**config.mk**
```make
export PLATFORM = sky130hd
export DESIGN_NAME = pid_sequencer
export DESIGN_NICKNAME = d
export VERILOG_FILES = /design/src/rtl/pid_pkg.sv /design/src/rtl/pid_sat_acc.sv /design/src/rtl/pid_sequencer.sv
export SDC_FILE = /design/constraint.sdc
export NUM_CORES = 1
export LEC_CHECK = 0
export BUFFER_PORTS_ARGS = -buffer_cell sky130_fd_sc_hd__buf_2
export CAP_MARGIN = 20
export CORE_MARGIN = 3
export CORE_UTILIZATION = 37
export DETAILED_ROUTE_END_ITERATION = 10
export PLACE_DENSITY = 0.58
export SYNTH_ARGS = -nofsm -noshare
export SYNTH_HDL_FRONTEND = slang
export SYNTH_SLANG_ARGS = --single-unit
```
**constraint.sdc**
```tcl
create_clock -name clk -period 9.79 [get_ports clk]
set_input_delay 1.958 -clock clk [delete_from_list [all_inputs] [get_ports clk]]
set_output_delay 1.958 -clock clk [all_outputs]
set_load 0.005 [all_outputs]
```
**src/rtl/pid_pkg.sv**
```systemverilog
// Shared state encoding, default widths and the saturation range helper
// used by the PID sequencer and its integrator.
package pid_pkg;

   typedef enum logic [2:0] {
      IDLE  = 3'd0,
      ERR   = 3'd1,
      MUL_P = 3'd2,
      MUL_I = 3'd3,
      MUL_D = 3'd4,
      SUM   = 3'd5
   } pid_state_e;

   localparam int PID_DATA_WIDTH = 14;
   localparam int PID_OUT_WIDTH  = 2 * PID_DATA_WIDTH + 1;
   localparam int ERROR_WIDTH    = PID_DATA_WIDTH + 1;
   localparam int DELTA_WIDTH    = PID_DATA_WIDTH + 2;
   localparam int SUM_WIDTH      = PID_OUT_WIDTH + 2;

   // Range test for saturating v into a signed w-bit result: {above_max, below_min}.
   function automatic logic [1:0] sat_flags(input logic signed [63:0] v, input int unsigned w);
      logic signed [63:0] hi;
      logic signed [63:0] lo;
      hi = (64'sd1 <<< (w - 32'd1)) - 64'sd1;
      lo = -hi - 64'sd1;
      sat_flags = {v > hi, v < lo};
   endfunction

endpackage

```
**src/rtl/pid_sat_acc.sv**
```systemverilog
// Saturating signed integrator with a clear input that overrides any add.
module pid_sat_acc
   import pid_pkg::*;
#(
   parameter int ACC_WIDTH = PID_OUT_WIDTH,
   parameter int ADD_WIDTH = PID_OUT_WIDTH + 1
) (
   input  logic                 clk,
   input  logic                 rst,
   input  logic                 clear,
   input  logic                 add_en,
   input  logic [ADD_WIDTH-1:0] add_val,
   output logic [ACC_WIDTH-1:0] acc
);

   localparam int W = ACC_WIDTH + 2;
   localparam logic signed [ACC_WIDTH-1:0] ACC_MAX = {1'b0, {(ACC_WIDTH-1){1'b1}}};
   localparam logic signed [ACC_WIDTH-1:0] ACC_MIN = {1'b1, {(ACC_WIDTH-1){1'b0}}};

   logic signed [ACC_WIDTH-1:0] acc_q;
   logic signed [ACC_WIDTH-1:0] acc_d;
   logic signed [W-1:0]         sum_s;
   logic [1:0]                  flags_s;

   // Next integrator value: clear wins, otherwise clamp the widened sum.
   always_comb begin
      sum_s   = W'(acc_q) + W'($signed(add_val));
      flags_s = sat_flags(64'(sum_s), ACC_WIDTH);
      acc_d   = acc_q;
      if (clear) begin
         acc_d = '0;
      end else if (add_en) begin
         if (flags_s[1]) begin
            acc_d = ACC_MAX;
         end else if (flags_s[0]) begin
            acc_d = ACC_MIN;
         end else begin
            acc_d = sum_s[ACC_WIDTH-1:0];
         end
      end else begin
         acc_d = acc_q;
      end
   end

   // Integrator register.
   always_ff @(posedge clk) begin
      if (rst) begin
         acc_q <= '0;
      end else begin
         acc_q <= acc_d;
      end
   end

   assign acc = acc_q;

endmodule

```
**src/rtl/pid_sequencer.sv**
```systemverilog
// Time-multiplexed PID engine sharing one signed multiplier across P, I and D.
// Define PID_DERIV_EN to include the derivative path (MUL_D state, prev_error).
module pid_sequencer
   import pid_pkg::*;
#(
   parameter int DATA_WIDTH = PID_DATA_WIDTH,
   parameter int OUT_WIDTH  = 2 * DATA_WIDTH + 1
) (
   input  logic                  clk,
   input  logic                  rst,
   input  logic                  in_valid,
   input  logic [DATA_WIDTH-1:0] data_in,
   input  logic [DATA_WIDTH-1:0] set_point,
   input  logic [DATA_WIDTH-1:0] p_coef,
   input  logic [DATA_WIDTH-1:0] i_coef,
   input  logic [DATA_WIDTH-1:0] d_coef,
   input  logic                  int_clear,
   output logic                  busy,
   output logic [OUT_WIDTH-1:0]  data_out,
   output logic                  out_valid,
   output logic                  overrun
);

   localparam int E_W  = DATA_WIDTH + 1;
   localparam int DL_W = DATA_WIDTH + 2;
   localparam int PR_W = DL_W + DATA_WIDTH;
   localparam int S_W  = OUT_WIDTH + 2;
   localparam logic signed [OUT_WIDTH-1:0] OUT_MAX = {1'b0, {(OUT_WIDTH-1){1'b1}}};
   localparam logic signed [OUT_WIDTH-1:0] OUT_MIN = {1'b1, {(OUT_WIDTH-1){1'b0}}};

   pid_state_e                   state_q, state_d;
   logic signed [DATA_WIDTH-1:0] meas_q, meas_d;
   logic signed [DATA_WIDTH-1:0] sp_q, sp_d;
   logic signed [DATA_WIDTH-1:0] kp_q, kp_d;
   logic signed [DATA_WIDTH-1:0] ki_q, ki_d;
   logic signed [E_W-1:0]        err_q, err_d, err_s;
   logic signed [DL_W-1:0]       mul_a_s;
   logic signed [DATA_WIDTH-1:0] mul_b_s;
   logic signed [PR_W-1:0]       mul_s;
   logic signed [PR_W-1:0]       prod_q, prod_d;
   logic signed [PR_W-1:0]       p_term_q, p_term_d;
   logic signed [PR_W-1:0]       d_term_s;
   logic signed [S_W-1:0]        sum_s;
   logic [1:0]                   sum_flags_s;
   logic signed [OUT_WIDTH-1:0]  integ_s;
   logic signed [OUT_WIDTH-1:0]  data_out_q, data_out_d;
   logic                         out_valid_q, out_valid_d;
   logic                         busy_q, busy_d;
   logic                         overrun_q, overrun_d;
   logic                         acc_add_s;
`ifdef PID_DERIV_EN
   logic signed [DATA_WIDTH-1:0] kd_q, kd_d;
   logic signed [E_W-1:0]        prev_err_q, prev_err_d;
   logic signed [DL_W-1:0]       delta_q, delta_d;
`else
   logic                         d_coef_unused;
   assign d_coef_unused = ^d_coef;
`endif

   // Sequencing: one multiply per state, derivative step only when built in.
   always_comb begin
      state_d = state_q;
      case (state_q)
         IDLE: begin
            if (in_valid) begin
               state_d = ERR;
            end else begin
               state_d = IDLE;
            end
         end
         ERR:   state_d = MUL_P;
         MUL_P: state_d = MUL_I;
`ifdef PID_DERIV_EN
         MUL_I: state_d = MUL_D;
         MUL_D: state_d = SUM;
`else
         MUL_I: state_d = SUM;
`endif
         SUM:     state_d = IDLE;
         default: state_d = IDLE;
      endcase
      busy_d = (state_d != IDLE);
   end

   // Shared multiplier operand select; idle states multiply zero.
   always_comb begin
      mul_a_s = '0;
      mul_b_s = '0;
      case (state_q)
         MUL_P: begin
            mul_a_s = DL_W'(err_q);
            mul_b_s = kp_q;
         end
         MUL_I: begin
            mul_a_s = DL_W'(err_q);
            mul_b_s = ki_q;
         end
`ifdef PID_DERIV_EN
         MUL_D: begin
            mul_a_s = delta_q;
            mul_b_s = kd_q;
         end
`endif
         default: begin
            mul_a_s = '0;
            mul_b_s = '0;
         end
      endcase
      mul_s  = PR_W'(mul_a_s) * PR_W'(mul_b_s);
      prod_d = mul_s;
   end

   // In SUM, prod_q still holds the D product registered at the end of MUL_D.
   always_comb begin
`ifdef PID_DERIV_EN
      d_term_s = prod_q;
`else
      d_term_s = '0;
`endif
      sum_s       = S_W'(p_term_q) + S_W'(integ_s) + S_W'(d_term_s);
      sum_flags_s = sat_flags(64'(sum_s), OUT_WIDTH);
   end

   // Snapshot, error, term and output datapath.
   always_comb begin
      meas_d      = meas_q;
      sp_d        = sp_q;
      kp_d        = kp_q;
      ki_d        = ki_q;
      err_s       = E_W'(sp_q) - E_W'(meas_q);
      err_d       = err_q;
      p_term_d    = p_term_q;
      data_out_d  = data_out_q;
      out_valid_d = 1'b0;
      overrun_d   = overrun_q;
      acc_add_s   = 1'b0;
`ifdef PID_DERIV_EN
      kd_d        = kd_q;
      prev_err_d  = prev_err_q;
      delta_d     = delta_q;
`endif
      if (state_q == IDLE) begin
         if (in_valid) begin
            meas_d = $signed(data_in);
            sp_d   = $signed(set_point);
            kp_d   = $signed(p_coef);
            ki_d   = $signed(i_coef);
`ifdef PID_DERIV_EN
            kd_d   = $signed(d_coef);
`endif
         end else begin
            meas_d = meas_q;
         end
      end else begin
         if (in_valid) begin
            overrun_d = 1'b1;
         end else begin
            overrun_d = overrun_q;
         end
      end
      case (state_q)
         ERR: begin
            err_d = err_s;
`ifdef PID_DERIV_EN
            delta_d = DL_W'(err_s) - DL_W'(prev_err_q);
`endif
         end
         MUL_I: begin
            p_term_d  = prod_q;
            acc_add_s = 1'b1;
         end
`ifdef PID_DERIV_EN
         MUL_D: prev_err_d = err_q;
`endif
         SUM: begin
            out_valid_d = 1'b1;
            if (sum_flags_s[1]) begin
               data_out_d = OUT_MAX;
            end else if (sum_flags_s[0]) begin
               data_out_d = OUT_MIN;
            end else begin
               data_out_d = sum_s[OUT_WIDTH-1:0];
            end
         end
         default: begin
            err_d = err_q;
         end
      endcase
   end

   pid_sat_acc #(
      .ACC_WIDTH (OUT_WIDTH),
      .ADD_WIDTH (PR_W)
   ) u_integ (
      .clk     (clk),
      .rst     (rst),
      .clear   (int_clear),
      .add_en  (acc_add_s),
      .add_val (mul_s),
      .acc     (integ_s)
   );

   // State and datapath registers; reset aborts any sequence in flight.
   always_ff @(posedge clk) begin
      if (rst) begin
         state_q     <= IDLE;
         meas_q      <= '0;
         sp_q        <= '0;
         kp_q        <= '0;
         ki_q        <= '0;
         err_q       <= '0;
         prod_q      <= '0;
         p_term_q    <= '0;
         data_out_q  <= '0;
         out_valid_q <= 1'b0;
         busy_q      <= 1'b0;
         overrun_q   <= 1'b0;
`ifdef PID_DERIV_EN
         kd_q        <= '0;
         prev_err_q  <= '0;
         delta_q     <= '0;
`endif
      end else begin
         state_q     <= state_d;
         meas_q      <= meas_d;
         sp_q        <= sp_d;
         kp_q        <= kp_d;
         ki_q        <= ki_d;
         err_q       <= err_d;
         prod_q      <= prod_d;
         p_term_q    <= p_term_d;
         data_out_q  <= data_out_d;
         out_valid_q <= out_valid_d;
         busy_q      <= busy_d;
         overrun_q   <= overrun_d;
`ifdef PID_DERIV_EN
         kd_q        <= kd_d;
         prev_err_q  <= prev_err_d;
         delta_q     <= delta_d;
`endif
      end
   end

   assign busy      = busy_q;
   assign data_out  = data_out_q;
   assign out_valid = out_valid_q;
   assign overrun   = overrun_q;

endmodule

```
==> results of run 1 <==
-- timing repair --
item,CTS,global route
gates resized for setup,0,9
buffers inserted,0,1
endpoints found under the setup margin,0,28
-- area by class of cell --
class                      instances  share of cell area
tap                              664             0.04024
clock buffer                      20             0.02212
multi-input combinational       1694              0.6490
inverter                         293             0.05328
timing repair buffer             134             0.04049
sequential                       195              0.1894
clock inverter                    12            0.005515
-- state kept, by name, summed over array words and instances, names as in the netlist --
register / cells
p_term_q: 30
u_integ.acc: 29
sp_q: 14
prod_q: 30
busy: 1
ki_q: 14
meas_q: 14
err_q: 15
overrun: 1
kp_q: 14
out_valid: 1
data_out: 29
state_q: 3
-- placed cells by master, fill, tap and decap left out, types with 18 or more instances in the layout --
master,Yosys,layout
inv_1,292,292
buf_2,5,90
nand3_1,22,22
a31oi_1,19,19
buf_4,2,40
nor2b_1,42,41
xnor2_1,59,59
a21o_1,57,57
a211oi_1,43,43
ha_1,145,145
nor2_2,20,21
fa_1,215,215
o21ai_0,57,57
dfxtp_1,195,192
clkbuf_16,0,18
a21oi_2,20,20
a21oi_1,162,162
nor3_1,37,37
nand2_1,371,369
xor2_1,26,26
nor2_1,201,199
and2_1,27,26
-- per-stage QoR --
step / setup WS [ps] / std cells
after global routing: 23.40 / 3012
after detailed placement: 262.7 / 2978
after global placement: 371.7 / 2977
after floorplan: 224.9 / 2284
final: 535.5 / 3012
after CTS: 237.6 / 3010
-- logic make-up (layout without fill, tap and decap cells) --
logic type | Yosys count | in the layout | synth area share
flip-flops | 195 | 195 | 0.2079
AO/OA/AOI/OAI | 455 | 455 | 0.1557
multiplexers | 16 | 16 | 0.009262
buffers and inverters | 395 | 459 | 0.08049
XOR/XNOR | 85 | 85 | 0.03965
AND/OR/NAND/NOR | 778 | 778 | 0.1812
adder cells (fa/ha/maj) | 360 | 360 | 0.3258
-- metal layers --
| layer | track usage | vias up | part of all wire |
|---|---|---|---|
| met5 | 0 | - | 0 |
| met3 | 0.02335 | 49 | 0.037 |
| met4 | 0.05171 | 0 | 0.020 |
| li1 | - | 7508 | - |
| met1 | 0.2315 | 7135 | 0.47 |
| met2 | 0.2963 | 271 | 0.47 |
-- worst max-delay path by stage --
| stage | startpoint | to | slack (ps) | cells past startpoint |
|---|---|---|---|---|
| final | state_q[1] | u_integ.acc[8] | 540 | 39 |
| after global routing | state_q[1] | u_integ.acc[8] | 20 | 40 |
| after CTS | state_q[0] | u_integ.acc[8] | 240 | 37 |
| after detailed placement | state_q[0] | u_integ.acc[8] | 260 | 37 |
| after global placement | state_q[0] | u_integ.acc[8] | 370 | 37 |
| after floorplan | state_q[0] | u_integ.acc[19] | 220 | 39 |
-- worst max-delay path: cells and delay by family (launching register included) --
kind / cells / cell delay [ps]
and+or+nand+nor: 7 / 1000
adders and majority gates: 8 / 3690
xor gates and xnor gates: 1 / 200
muxes: 1 / 350
DFF: 1 / 370
buffers and inverters: 10 / 1000
AOI/OAI and AO/OA: 12 / 2550
-- power by group through the flow --
stage | combinational [uW] | clock, uW | sequential [uW]
floorplan | 358 | 0 | 882
global placement | 470 | 0 | 901
detailed placement | 479 | 0 | 903
CTS | 481 | 703 | 885
global route | 546 | 738 | 892
finish | 486 | 681 | 886
==> flow_summary.ini, run 1 <==
[status]
status = finished, final reports clean

[routing]
num_vias = 14963
drt_first_iter_violations = 841
drc = 0
vias_per_cell = 4.968
wl_microns = 45340
post_drt_wl_per_cell_microns = 15.05
postRouteAntennaNets = 0
first_pass_iters = 5

[global_routing]
grt_use_total = 0.1743
grt_pass1_vias = 15405
grt_start_max_net_pins = 82
antenna_found_initial = 0
grt_pass1_wl_microns = 76200
grt_remaining_overflow = 0

[power_and_ir_drop]
combinationalPowerShare = 0.237
power_frac_clock = 0.332
powerDensity_nw_per_um2 = 99.44
p_int_uw = 1373
finalPower_uw = 2053
switching_share = 0.3309
peakVddDrop_v = 0.0001525
power_frac_seq = 0.431
switchingPower_uw = 679.3
leakagePower_uw = 0.009615

[placement]
place_area_sq_um = 20020
gp_congestion = 0.9297
hpwl_microns = 37310
io_buffers = 91

[critical_path]
endpoint_kind = flop
rr_endpoint = u_integ.acc[8]
critPathSlowestCell = fa_1
startpoint_type = flop
reg2reg_from = state_q[1]
rr_worst_depth = 39
arrival_ps = 9660
worstSetupPathType = reg2reg
critPathMaxFanout = 49
rrSetupSlack_ps = 540
crit_required_ps = 10200
cp_slowest_stage_delay_ps = 540

[run]
maxCapViolCount = 0

[timing]
rsz0062_at_grt = false
worstMarginPinSlew_ps = 966.1
finalHoldViolCount = 0
slew_violations = 0
setup_viol = 0
relSlewSlack = 0.3559
fin_skew_ps = 12.88
hold_ws_ps = 423.0
fin_setup_tns_ps = 0
min_period_over_period = 0.9453
fin_crit_ps = 9255
timing.fmax_mhz = 108.1

[yosys]
synthFlopType = dfxtp_1
yosys-top-cells-area = fa_1, dfxtp_1, ha_1, nand2_1, inv_1
synthCells = 2284
synth_edf_count = 0
synth.most_common_cell = nand2_1
ys_seq_elements = 195
syn-cell-area_sq_um = 18780
syn_nets = 2718
netlist_top_cells_count = nand2_1, inv_1, fa_1
ys_types = 74
synth_top_area_cell = fa_1
synth_warnings = 0
synthArstFlopShare = 0
yosysTopAreaCellShare = 0.2292
ys_seq_area_frac = 0.2079
synth.avg_cell_area_sq_um = 8.222

[final_layout]
final-seq-area_sq_um = 3910
diodes = 0
area_delta_synth_final_pct = 9.934
final_util = 0.4165
drive_gt1_frac = 0.1001
n_fill_cell = 5055
nNetsFinal = 2769
stdcell_area_sq_um = 20640
multi_input_area_sq_um = 13400

[clock_network]
hold_buffers = 0
cts-htree-levels = 4
worstSkewPairLatency_ps = 470
cts.sinks = 195
clock_path_buffers = 2
root_buffer = clkbuf_16
path_clk_slew_ps = 80
cts_tree = done
cts_buffers = 17

[floorplan]
start_util = 0.3789
die_y_microns = 231.3
die_w_microns = 231.3
io_pins = 106
core_sq_um = 49560
dieArea_sq_um = 53490
rows = 81

[hold_path]
min_path_type = reg2reg
hold_depth = 2
hold_path_end = p_term_q[21]
worstHoldStart = prod_q[21]
Power figures use the tool's default switching activity.
==> inputs of run 2 (changes only) <==
Settings changed: SYNTH_HIERARCHICAL set to 1.
==> run 2 against run 1 <==
Net effect:
- global-route usage rose by 1.5 points
- first-iteration DRC count rose by 17%
- register-to-register slack improved by 40 ps
- hold slack improved by 9.1 ps
- largest cell class unchanged
==> flow_summary.ini, run 2 <==
[power_and_ir_drop]
power_frac_clock = 0.340
powerDensity_nw_per_um2 = 101.8
finalPower_uw = 2174
combinationalPowerShare = 0.246
switchingPower_uw = 721.4
leakagePower_uw = 0.009889
peakVddDrop_v = 0.0001476
power_frac_seq = 0.414
p_int_uw = 1453
switching_share = 0.3318

[critical_path]
reg2reg_from = state_q[0]
cp-startpoint = state_q[0]
critPathSlowestCell = fa_1
crit_required_ps = 10190
arrival_ps = 9620
critPathMaxFanout = 12
worstSetupPathType = reg2reg
startpoint_type = flop
cp_slowest_stage_delay_ps = 550
endpoint_kind = flop

[routing]
met2_length_microns = 25140
drt_first_iter_violations = 986
met1_length_microns = 23090
post_drt_wl_per_cell_microns = 16.50
num_vias = 16223
top_layer = met4
first_pass_iters = 5
drc = 0
vias_per_cell = 5.215
wl_microns = 51340
wl_met3_microns = 2214
postRouteAntennaNets = 0

[yosys]
synth_top_area_cell = fa_1
synthCells = 2356
netlist_top_cells_count = nand2_1, inv_1, fa_1
synthArstFlopShare = 0
ys_seq_elements = 195
ys_types = 88
synth_edf_count = 0
synth.avg_cell_area_sq_um = 8.233
yosysTopAreaCellShare = 0.2219
syn-cell-area_sq_um = 19400
synth.most_common_cell = nand2_1
ys_seq_area_frac = 0.2013
synthFlopType = dfxtp_1
yosys-top-cells-area = fa_1, dfxtp_1, ha_1, nand2_1, inv_1
synth_warnings = 6
syn_nets = 2789

[clock_network]
hold_buffers = 0
worstSkewPairLatency_ps = 480
root_buffer = clkbuf_16
cts_buffers = 17
path_clk_slew_ps = 80
cts.sinks = 195
cts_tree = done
clock_path_buffers = 2
cts-htree-levels = 4

[timing]
relSlewSlack = 0.3472
setup_viol = 0
slew_violations = 0
fin_setup_tns_ps = 0
hold_ws_ps = 432.2
fin_crit_ps = 9219
worstMarginPinSlew_ps = 979.2
fin_skew_ps = 13.51
finalHoldViolCount = 0
min_period_over_period = 0.9417
rsz0062_at_grt = false
timing.fmax_mhz = 108.5

[floorplan]
io_pins = 106
dieArea_sq_um = 55210
rows = 83
die_y_microns = 235.0
start_util = 0.3758
core_sq_um = 51610
die_w_microns = 235.0

[global_routing]
grt_use_total = 0.1897
grt_pass1_wl_microns = 84430
grt_remaining_overflow = 0
grt_start_max_net_pins = 89
grt_pass1_vias = 16348
antenna_found_initial = 0

[placement]
gp_congestion = 0.9375
hpwl_microns = 42080
place_inst = 3074
io_buffers = 91

[final_layout]
layout_common_cells = nand2_1, inv_1, fa_1
diodes = 0
nNetsFinal = 2851
top_regs = p_term_q: 30 flops, prod_q: 30 flops
fin_cells = 3111
final_common_cell = nand2_1
area_delta_synth_final_pct = 10.06
drive_gt1_frac = 0.1209

[run]
maxCapViolCount = 0

[status]
status = finished, final reports clean

[hold_path]
min_path_type = reg2reg
worstHoldStart = prod_q[27]
-- run 2: cell count changes in the layout (fill, tap and decap cells not counted), sizes merged, moves of 23 or more --
cell    delta
a211oi    -23
a21oi     +23
nand2     -28
nand3     +26
nor2b     -28
o21ai     +24
-- run 2: path summary, 6_finish.rpt --
kind / slack, ps / depth (start not counted) / endpoint
max: 570 / 35 / u_integ/acc[6]
min: 430 / 2 / p_term_q[27]
max reg2reg: 570 / 35 / u_integ/acc[6]
min reg2reg: 430 / 2 / p_term_q[27]
-- run 2: cell type report --
type	count	area, sq um
sequential	195	3908
inverter	299	1122
timing repair buffer	151	970.9
tap	680	850.8
multi-input combinational	1754	13890
fill	5219	30270
clock buffer	19	432.9
clock inverter	13	171.4
-- run 2: repair_timing --
item / CTS / global route
endpoints found under the hold margin: 0 / 0
setup buffers: 0 / 3
endpoints found under the setup margin: 0 / 29
resized for setup: 0 / 8
-- run 2: worst max-delay path, delay by kind of cell, from the launching register on --
kind                       cells  cell delay, ps
adders and majority gates      8            3830
AOI/OAI and AO/OA             14            2820
and+or+nand+nor                4             730
muxes                          2             690
buffers and inverters          7             520
DFF                            1             490
-- run 2: cell families (layout without fill, tap and decap cells) --
logic type / Yosys count / count (layout) / synth area share
adders and majority gates: 359 / 359 / 0.3148
buffers and inverters: 407 / 482 / 0.08398
xor gates and xnor gates: 83 / 83 / 0.03748
AOI/OAI and AO/OA: 499 / 499 / 0.1704
DFF: 195 / 195 / 0.2013
and+or+nand+nor: 795 / 795 / 0.1824
muxes: 18 / 18 / 0.009741
-- run 2: routing by layer --
layer	vias up	GRT usage
li1	7881	-
met1	7977	0.2483
met2	317	0.3250
met3	48	0.03028
met4	0	0.05212
met5	-	0
-- run 2: power by group through the flow --
stage	clock network (uW)	registers [uW]	logic, uW
after floorplan	0	884	375
after global placement	0	915	513
after detailed placement	0	917	519
after CTS	771	898	522
after global routing	794	905	598
final	739	899	536
-- run 2: metrics by stage --
step	utilization	worst slack, ps	cell area (sq um)
floorplan	-	799.9	19400
global placement	0.4002	312.3	20660
detailed placement	0.4002	154.5	20660
CTS	0.4119	103.1	21260
global route	0.4136	19.45	21350
finish	0.4136	570.7	21350
==> inputs of run 3 (changes only) <==
Settings changed: PLACE_DENSITY 0.58 to 0.56, SKIP_LAST_GASP set to 1.
Clock period 9.79 ns to 8.6 ns, I/O delays scaled along.
==> run 3 against run 2 <==
Net effect:
- total power rose by 22%
- largest power group unchanged
- flip-flop and latch count did not move
- first-iteration DRC count fell by 4.9%
- clock skew rose by 1.4 ps
- final cell count rose by 8.6%
- critical endpoint is now u_integ/acc[11]
- largest cell class unchanged
==> flow_summary.ini, run 3 (synthesized netlist as in run 2, its figures left out) <==
[status]
status = finished, final reports clean

[final_layout]
top_regs = p_term_q: 30 flops, prod_q: 30 flops
area_delta_synth_final_pct = 26.03
nNetsFinal = 3117
drive_gt1_frac = 0.2629
layout_common_cells = nand2_1, buf_4, inv_1
final_common_cell = nand2_1
fin_cells = 3378

[critical_path]
critPathSlowestCell = fa_1
cpMostUsedCell = fa_1
crit_required_ps = 9020
cp_slowest_stage_delay_ps = 580
arrival_ps = 8970
worstSetupPathType = reg2reg
startpoint_type = flop
critPathMaxFanout = 7
endpoint_kind = flop

[floorplan]
die_w_microns = 235.0
rows = 83
dieArea_sq_um = 55210
io_pins = 106
core_sq_um = 51610
die_y_microns = 235.0
start_util = 0.3758

[power_and_ir_drop]
powerDensity_nw_per_um2 = 108.3
finalPower_uw = 2648
peakVddDrop_v = 0.0001400
leakagePower_uw = 0.01144

[clock_network]
cts.sinks = 195
cts-htree-levels = 4
worstSkewPairLatency_ps = 480
root_buffer = clkbuf_16
clock_path_buffers = 2
path_clk_slew_ps = 80
cts_tree = done
cts_buffers = 17

[hold_path]
min_path_type = reg2reg

[placement]
hpwl_microns = 44550
place_inst = 3313
io_buffers = 91
gp_congestion = 0.9187

[timing]
setup_viol = 0
fin_crit_ps = 8554
fin_skew_ps = 14.89
finalHoldViolCount = 0
slew_violations = 0
timing.fmax_mhz = 116.9
min_period_over_period = 0.9947
relSlewSlack = 0.3237
worstMarginPinSlew_ps = 1011
rsz0062_at_grt = true

[global_routing]
antenna_found_initial = 0
grt_remaining_overflow = 0
grt_pass1_wl_microns = 87830
grt_use_total = 0.1968
grt_pass1_vias = 17119
grt_start_max_net_pins = 89

[routing]
first_pass_iters = 5
postRouteAntennaNets = 0
drt_first_iter_violations = 938
vias_per_cell = 5.077
drc = 0
wl_microns = 54530
post_drt_wl_per_cell_microns = 16.14
num_vias = 17150

[run]
maxCapViolCount = 0
run 3: worst paths after layout:
kind,from,end,slack (ps),cells after the start
setup / recovery,state_q[0],u_integ/acc[11],50,36
hold reg to reg,prod_q[29],p_term_q[29],440,2
hold / removal,prod_q[29],p_term_q[29],440,2
setup reg to reg,state_q[0],u_integ/acc[11],50,36
run 3: per-stage QoR:
step	TNS (ps)	hold slack, ps	utilization	setup WS [ps]	area [sq um]
after CTS	0	440.4	0.4553	2.075	23500
after floorplan	0	417.4	-	2.824	19410
after detailed placement	-25490	428.9	0.4367	-951.0	22540
after global routing	-5023	456.7	0.4736	-224.0	24440
final	0	435.5	0.4736	45.60	24450
after global placement	-17550	423.7	0.4367	-656.2	22540
run 3: metal layers:
layer | vias to the layer above | GRT usage | wire length [microns]
li1 | 8413 | - | -
met4 | 0 | 0.05212 | 1026
met2 | 319 | 0.3345 | 26580
met1 | 8362 | 0.2602 | 24560
met3 | 56 | 0.03169 | 2358
met5 | - | 0 | 0
run 3: cell type report:
type                            count  area (sq um)
Multi-Input combinational cell   1754         14760
Timing Repair Buffer              417          3187
Tap cell                          680         850.8
Clock inverter                     12         160.2
Sequential cell                   195          3909
Antenna cell                        1         2.502
Clock buffer                       20         456.7
Fill cell                        5049         27170
Inverter                          299          1122
run 3: power breakdown:
group,total [uW],internal (uW),switching [uW]
registers,1020,961,58.2
clock network,851,455,396
logic,778,342,437
run 3: worst max-delay path: cells and delay by family (launching register included):
family	cells	cell delay, ps
fa+ha+maj	8	3490
compound gates	11	1990
flops	1	410
simple gates	5	960
mux	2	390
xor+xnor	1	170
buf+inv	9	1060
run 3: what timing repair did:
| action | in CTS | in global routing |
|---|---|---|
| hold buffers | 0 | 0 |
| gates cloned | 1 | 1 |
| gates resized for setup | 63 | 171 |
| endpoints found under the hold margin | 0 | 0 |
| endpoints found under the setup margin | 29 | 29 |
| pin swaps | 12 | 87 |
| buffers inserted | 10 | 21 |
